$ cat config.mk
export PLATFORM = sky130hd
export DESIGN_NAME = ifu_prefetch_flat
export DESIGN_NICKNAME = d
export VERILOG_FILES = /design/src/rtl/ifu_prefetch_pkg.sv /design/src/rtl/ifu_prefetch_if.sv /design/src/rtl/ifu_prefetch_fifo.sv /design/src/rtl/ifu_prefetch.sv /design/src/flat_wrapper.sv
export SDC_FILE = /design/constraint.sdc
export NUM_CORES = 1
export LEC_CHECK = 0
export BUFFER_PORTS_ARGS = -buffer_cell sky130_fd_sc_hd__buf_2
export CORE_UTILIZATION = 55
export CTS_CLUSTER_DIAMETER = 80
export DETAILED_ROUTE_END_ITERATION = 6
export MAX_ROUTING_LAYER = met4
export PLACE_DENSITY_LB_ADDON = 0.05
export SLEW_MARGIN = 0
export SYNTH_ARGS = -nofsm -noshare
export SYNTH_HDL_FRONTEND = slang
export SYNTH_SLANG_ARGS = --single-unit
$ cat constraint.sdc
create_clock -name clk -period 4.8 [get_ports clk]
set_input_delay 0.24 -clock clk [delete_from_list [all_inputs] [get_ports clk]]
set_output_delay 0.24 -clock clk [all_outputs]
set_load 0.05 [all_outputs]
$ cat src/rtl/ifu_prefetch_pkg.sv
// Shared constants and types for the instruction prefetch unit.
package ifu_prefetch_pkg;
  localparam int          XLEN         = 32;
  localparam logic [31:0] NOP_INST     = 32'h0000_0013;
  localparam logic [31:0] RESET_PC_DEF = 32'h0000_0000;
  localparam int          DEPTH_DEF    = 2;

  typedef struct packed {
    logic [XLEN-1:0] addr;
    logic [XLEN-1:0] inst;
  } fetch_entry_t;
endpackage

$ cat src/rtl/ifu_prefetch_if.sv
// ROM request/response and decode-side signals of the prefetch unit.
interface ifu_prefetch_if;
  logic                              rom_ce_o;
  logic [ifu_prefetch_pkg::XLEN-1:0] rom_addr_o;
  logic [ifu_prefetch_pkg::XLEN-1:0] rom_inst_i;
  logic                              jump_en_i;
  logic [ifu_prefetch_pkg::XLEN-1:0] jump_addr_i;
  logic                              hold_i;
  logic                              inst_valid_o;
  logic [ifu_prefetch_pkg::XLEN-1:0] inst_o;
  logic [ifu_prefetch_pkg::XLEN-1:0] inst_addr_o;

  modport master (
    output rom_ce_o, rom_addr_o, inst_valid_o, inst_o, inst_addr_o,
    input  rom_inst_i, jump_en_i, jump_addr_i, hold_i
  );
  modport slave (
    input  rom_ce_o, rom_addr_o, inst_valid_o, inst_o, inst_addr_o,
    output rom_inst_i, jump_en_i, jump_addr_i, hold_i
  );
endinterface

$ cat src/rtl/ifu_prefetch_fifo.sv
// Small prefetch buffer of {addr,inst} entries; push and pop may coincide, flush empties it.
module fetch_fifo
  import ifu_prefetch_pkg::*;
#(
  parameter int DEPTH = DEPTH_DEF,
  localparam int PW   = (DEPTH > 1) ? $clog2(DEPTH) : 1,
  localparam int CW   = $clog2(DEPTH + 1)
) (
  input  logic         clk,
  input  logic         rst_n,
  input  logic         flush,
  input  logic         push,
  input  fetch_entry_t din,
  input  logic         pop,
  output fetch_entry_t head,
  output logic         empty,
  output logic [CW-1:0] occ
);
  fetch_entry_t  mem [DEPTH];
  logic [PW-1:0] rd_ptr, wr_ptr;
  logic [CW-1:0] cnt;
  logic          do_push, do_pop;

  function automatic logic [PW-1:0] nxt(input logic [PW-1:0] p);
    return (p == PW'(DEPTH - 1)) ? '0 : p + 1'b1;
  endfunction

  assign do_pop  = pop & (cnt != '0);
  assign do_push = push & ((cnt != CW'(DEPTH)) | do_pop);
  assign empty   = (cnt == '0);
  assign occ     = cnt;
  assign head    = mem[rd_ptr];

  always_ff @(posedge clk or negedge rst_n) begin
    if (!rst_n) begin
      rd_ptr <= '0;
      wr_ptr <= '0;
      cnt    <= '0;
    end else if (flush) begin
      rd_ptr <= '0;
      wr_ptr <= '0;
      cnt    <= '0;
    end else begin
      if (do_push) wr_ptr <= nxt(wr_ptr);
      if (do_pop)  rd_ptr <= nxt(rd_ptr);
      cnt <= cnt + CW'(do_push) - CW'(do_pop);
    end
  end

  // Storage needs no reset: cnt alone decides what is visible.
  always_ff @(posedge clk) begin
    if (do_push && !flush) mem[wr_ptr] <= din;
  end
endmodule

$ cat src/rtl/ifu_prefetch.sv
// Instruction prefetch: one outstanding ROM read, latency 2, small buffer toward decode.
module ifu_prefetch
  import ifu_prefetch_pkg::*;
#(
  parameter logic [31:0] RESET_PC = RESET_PC_DEF,
  parameter int          DEPTH    = DEPTH_DEF
) (
  input  logic clk,
  input  logic rst_n,
  ifu_prefetch_if.master bus
);
  localparam int CW = $clog2(DEPTH + 1);

  logic [XLEN-1:0] pc_q, infl_addr_q;
  logic            infl_q;
  logic [CW-1:0]   occ;
  logic            empty, pop, push, issue;
  logic [CW:0]     occ_next;
  fetch_entry_t    head, wdata;

  assign pop   = ~empty & ~bus.hold_i;
  // A redirect discards the response that returns this cycle.
  assign push  = infl_q & ~bus.jump_en_i;
  assign wdata = '{addr: infl_addr_q, inst: bus.rom_inst_i};

  // Occupancy once this cycle's pop and returning data settle; a new request
  // is only allowed if its data is guaranteed a slot.
  assign occ_next = {1'b0, occ} - (CW+1)'(pop) + (CW+1)'(infl_q);
  assign issue    = rst_n & ~bus.jump_en_i & (occ_next < (CW+1)'(DEPTH));

  assign bus.rom_ce_o     = issue;
  assign bus.rom_addr_o   = pc_q;
  assign bus.inst_valid_o = ~empty;
  assign bus.inst_o       = empty ? NOP_INST : head.inst;
  assign bus.inst_addr_o  = empty ? '0 : head.addr;

  always_ff @(posedge clk or negedge rst_n) begin
    if (!rst_n) begin
      pc_q        <= RESET_PC;
      infl_q      <= 1'b0;
      infl_addr_q <= '0;
    end else if (bus.jump_en_i) begin
      pc_q   <= bus.jump_addr_i & ~32'h3;
      infl_q <= 1'b0;
    end else begin
      infl_q <= issue;
      if (issue) begin
        pc_q        <= pc_q + 32'd4;
        infl_addr_q <= pc_q;
      end
    end
  end

  fetch_fifo #(.DEPTH(DEPTH)) u_fifo (
    .clk   (clk),
    .rst_n (rst_n),
    .flush (bus.jump_en_i),
    .push  (push),
    .din   (wdata),
    .pop   (pop),
    .head  (head),
    .empty (empty),
    .occ   (occ)
  );
endmodule

$ cat src/flat_wrapper.sv
// flat-port wrapper written by rule: the top's interface ports become plain ports
module ifu_prefetch_flat import ifu_prefetch_pkg::*;
#(
  parameter logic [31:0] RESET_PC = RESET_PC_DEF,
  parameter int          DEPTH    = DEPTH_DEF
)
  (clk, rst_n, bus_rom_ce_o, bus_rom_addr_o, bus_inst_valid_o, bus_inst_o, bus_inst_addr_o, bus_rom_inst_i, bus_jump_en_i, bus_jump_addr_i, bus_hold_i);
  ifu_prefetch_if bus_i ();
  input  logic clk;
  input  logic rst_n;
  output wire logic [$bits(bus_i.rom_ce_o)-1:0] bus_rom_ce_o;
  output wire logic [$bits(bus_i.rom_addr_o)-1:0] bus_rom_addr_o;
  output wire logic [$bits(bus_i.inst_valid_o)-1:0] bus_inst_valid_o;
  output wire logic [$bits(bus_i.inst_o)-1:0] bus_inst_o;
  output wire logic [$bits(bus_i.inst_addr_o)-1:0] bus_inst_addr_o;
  input wire logic [$bits(bus_i.rom_inst_i)-1:0] bus_rom_inst_i;
  input wire logic [$bits(bus_i.jump_en_i)-1:0] bus_jump_en_i;
  input wire logic [$bits(bus_i.jump_addr_i)-1:0] bus_jump_addr_i;
  input wire logic [$bits(bus_i.hold_i)-1:0] bus_hold_i;
  assign bus_rom_ce_o = bus_i.rom_ce_o;
  assign bus_rom_addr_o = bus_i.rom_addr_o;
  assign bus_inst_valid_o = bus_i.inst_valid_o;
  assign bus_inst_o = bus_i.inst_o;
  assign bus_inst_addr_o = bus_i.inst_addr_o;
  assign bus_i.rom_inst_i = bus_rom_inst_i;
  assign bus_i.jump_en_i = bus_jump_en_i;
  assign bus_i.jump_addr_i = bus_jump_addr_i;
  assign bus_i.hold_i = bus_hold_i;
  ifu_prefetch #(.RESET_PC(RESET_PC), .DEPTH(DEPTH)) u_core (.clk(clk), .rst_n(rst_n), .bus(bus_i));
endmodule
==> flow_summary.ini <==
[timing]
slew_headroom = 0.246
slew_viol_final = 0
post-route-period-util = 0.802
timing.fmax_mhz = 260
fin_skew_ps = 8.06
rsz0062_at_grt = no
tns_ps = 0
setup_viol = 0
fin_crit_ps = 3850
hold_violations = 0
tightest_slew_ps = 1130

[worst_setup_path]
startpoint_type = register
r2r_end = u_core.bus.rom_addr_o[22]
cp_data_arrival_time_ps = 3610
path_class = reg2out
cp_max_fo = 21
r2r_start = u_core.u_fifo.occ[1]
ff2ff_path_depth = 12
worstSetupEndpointType = output pin
reg2reg_slack_ps = 1400
cp.required_ps = 4560

[cells_and_area]
area_growth_pct = 23.4
drive_above_1_share = 0.250
insertedDiodeCount = 0
nets = 877
multi_input_area_sq_um = 2390
instances_no_fill = 997
final_cell_mix = buf_2 (159), edfxtp_1 (124), nand2_1 (120)
final_area_sq_um = 9740
nFillCells = 1032
final_common_cell = buf_2
regArea_sq_um = 5350

[clocking]
clkLatencyLatePin_ps = 430
cts_buffers = 17
cts_max_level = 4
post_cts_buffers = 0
cts.sinks = 189
ctsResizeCount = 0
clk_pin_slew_ps = 60
ctsHoldBuffers = 26
cts_buffer_depth = 2
root_buffer = clkbuf_16
cts_tree = yes

[drt]
viasPerCell = 5.46
vias = 5439
wire_per_inst_um = 16.8
first_pass_iters = 4
wirelength_mm = 16.7
ant_nets = 0
drc = 0
drt_iter0_drc = 334

[die]
ios = 166
die_area_sq_um = 14800
core.rowCount = 43
die_h_um = 122
core_sq_um = 13900
initial_core_util = 0.566
die_width_um = 122

[power]
power_density_nw_per_um2 = 644
ir_drop_mv = 0.322
p_leak_nw = 4.04

[hold_path]
holdCritPathClass = in2reg
hp-start = bus_rom_inst_i[27]
whs_path_depth = 1
min_to = u_core.u_fifo.mem[0][27]

[placed_design]
dp_cells = 939
dp_hpwl_mm = 10.5
port_buffers = 159
gp_congestion = 0.836
place_area_sq_um = 8860

[synthesis]
synth-edff-count = 124
synthArstFlopShare = 0.344
synth_ff_type = edfxtp_1
yosys_warnings = 0
ys_ff_latch = 189
syn_area_per_cell_sq_um = 12.6
syn_area_sq_um = 7890
synthCells = 624
synth-seq-area-share = 0.678
synthDistinctLibCells = 47

[outcome]
status = completed

[grt]
grt_max_degree = 64
grt_use_total = 0.245
grt_pass1_vias = 5226
grt_pass1_wl_mm = 26.5
antenna_found_initial = 0
grt-ovfl-total = 0

[job]
maxCapViolCount = 0
[state kept, by name, summed over array words and instances, names as in the netlist]
| signal | cells |
|---|---|
| u_core.bus.rom_addr_o | 30 |
| u_core.infl_addr_q | 30 |
| u_core.infl_q | 1 |
| u_core.u_fifo.mem | 124 |
| u_core.u_fifo.occ | 2 |
| u_core.u_fifo.rd_ptr | 1 |
| u_core.u_fifo.wr_ptr | 1 |
[per-layer routing]
layer,global-route usage,up-vias,share of wire
li1,-,2597,-
met1,0.316,2640,0.45
met2,0.382,171,0.49
met3,0.0492,31,0.047
met4,0.0972,0,0.019
met5,-,-,0
[cell usage after synthesis, types with 2 or more instances]
master | instances | area, sq um
a21oi_1 | 2 | 10.0
a211o_1 | 2 | 17.5
buf_4 | 4 | 30.0
dfrtp_1 | 65 | 1630
mux2i_1 | 65 | 651
inv_1 | 11 | 41.3
nor4_4 | 2 | 42.5
edfxtp_1 | 124 | 3720
o21ai_0 | 9 | 45.0
a31oi_1 | 3 | 18.8
buf_1 | 2 | 7.51
nor2b_1 | 2 | 12.5
nand3_1 | 22 | 110
or4_1 | 3 | 22.5
a22oi_1 | 4 | 30.0
o21bai_1 | 3 | 22.5
nor3_1 | 3 | 15.0
xor2_1 | 3 | 26.3
or3_1 | 7 | 43.8
xnor2_1 | 4 | 35.0
nand2_1 | 120 | 450
nor2_1 | 73 | 274
nor4_1 | 2 | 12.5
o311ai_0 | 9 | 78.8
ha_1 | 4 | 50.1
clkbuf_1 | 25 | 93.8
nand4_1 | 8 | 50.1
and3_1 | 2 | 12.5
and2_1 | 6 | 37.5
a221o_1 | 5 | 50.1
o211ai_1 | 14 | 105
[cell type report]
class / instances / share of cell area
Clock buffer: 23 / 0.0502
Clock inverter: 9 / 0.0137
Inverter: 12 / 0.00462
Multi-Input combinational cell: 393 / 0.246
Sequential cell: 189 / 0.550
Tap cell: 180 / 0.0231
Timing Repair Buffer: 191 / 0.113
[worst max-delay path by stage]
stage / slack (ps) / startpoint / endpoint / depth (start not counted)
finish: 950 / u_core.u_fifo.occ[1] / bus_rom_ce_o / 10
global placement: 1490 / u_core.u_fifo.occ[1] / bus_rom_ce_o / 10
floorplan: 910 / u_core.u_fifo.occ[1] / u_core.u_fifo.mem[0][0] / 4
detailed placement: 1410 / u_core.u_fifo.occ[1] / bus_rom_ce_o / 10
CTS: 920 / u_core.u_fifo.occ[1] / bus_rom_ce_o / 10
global route: 730 / u_core.u_fifo.occ[1] / bus_rom_ce_o / 10
[power by group]
| part | switching [W] | internal [W] | total [W] |
|---|---|---|---|
| Sequential | 0.000333 | 0.00213 | 0.00246 |
| Combinational | 0.00174 | 0.000616 | 0.00236 |
| Clock | 0.000578 | 0.000881 | 0.00146 |
| Total | 0.00265 | 0.00362 | 0.00628 |
[per-stage QoR]
stage | setup WS (ps) | total power [W] | hold slack [ps] | utilization
2_1_floorplan | 906 | 0.00423 | -55.6 | -
3_3_place_gp | 1490 | 0.00479 | 126 | 0.636
3_5_place_dp | 1410 | 0.00484 | 137 | 0.636
4_1_cts | 923 | 0.00633 | 2.39 | 0.699
5_1_grt | 729 | 0.00658 | 1.30 | 0.699
6_report | 951 | 0.00628 | 15.6 | 0.699
[cells by family (layout without fill, tap and decap cells)]
kind of cell	Yosys count	after routing	synth area share
muxes	65	65	0.0824
other	1	4	0.000475
buffers and inverters	45	235	0.0236
DFF	189	189	0.678
AOI/OAI and AO/OA	56	56	0.0533
and+or+nand+nor	256	256	0.146
xor gates and xnor gates	7	7	0.00777
adders and majority gates	5	5	0.00888
[critical path: stages (launching register included)]
cell      delay, ps
dfrtp_1         540
nor2_4           50
nor2_1          160
ha_1            250
nand2b_1        150
fa_1            540
and2_1          180
nand3_2          90
inv_1           520
buf_4           380
buf_2           310
Note: power is estimated with default switching activity, not from simulation.
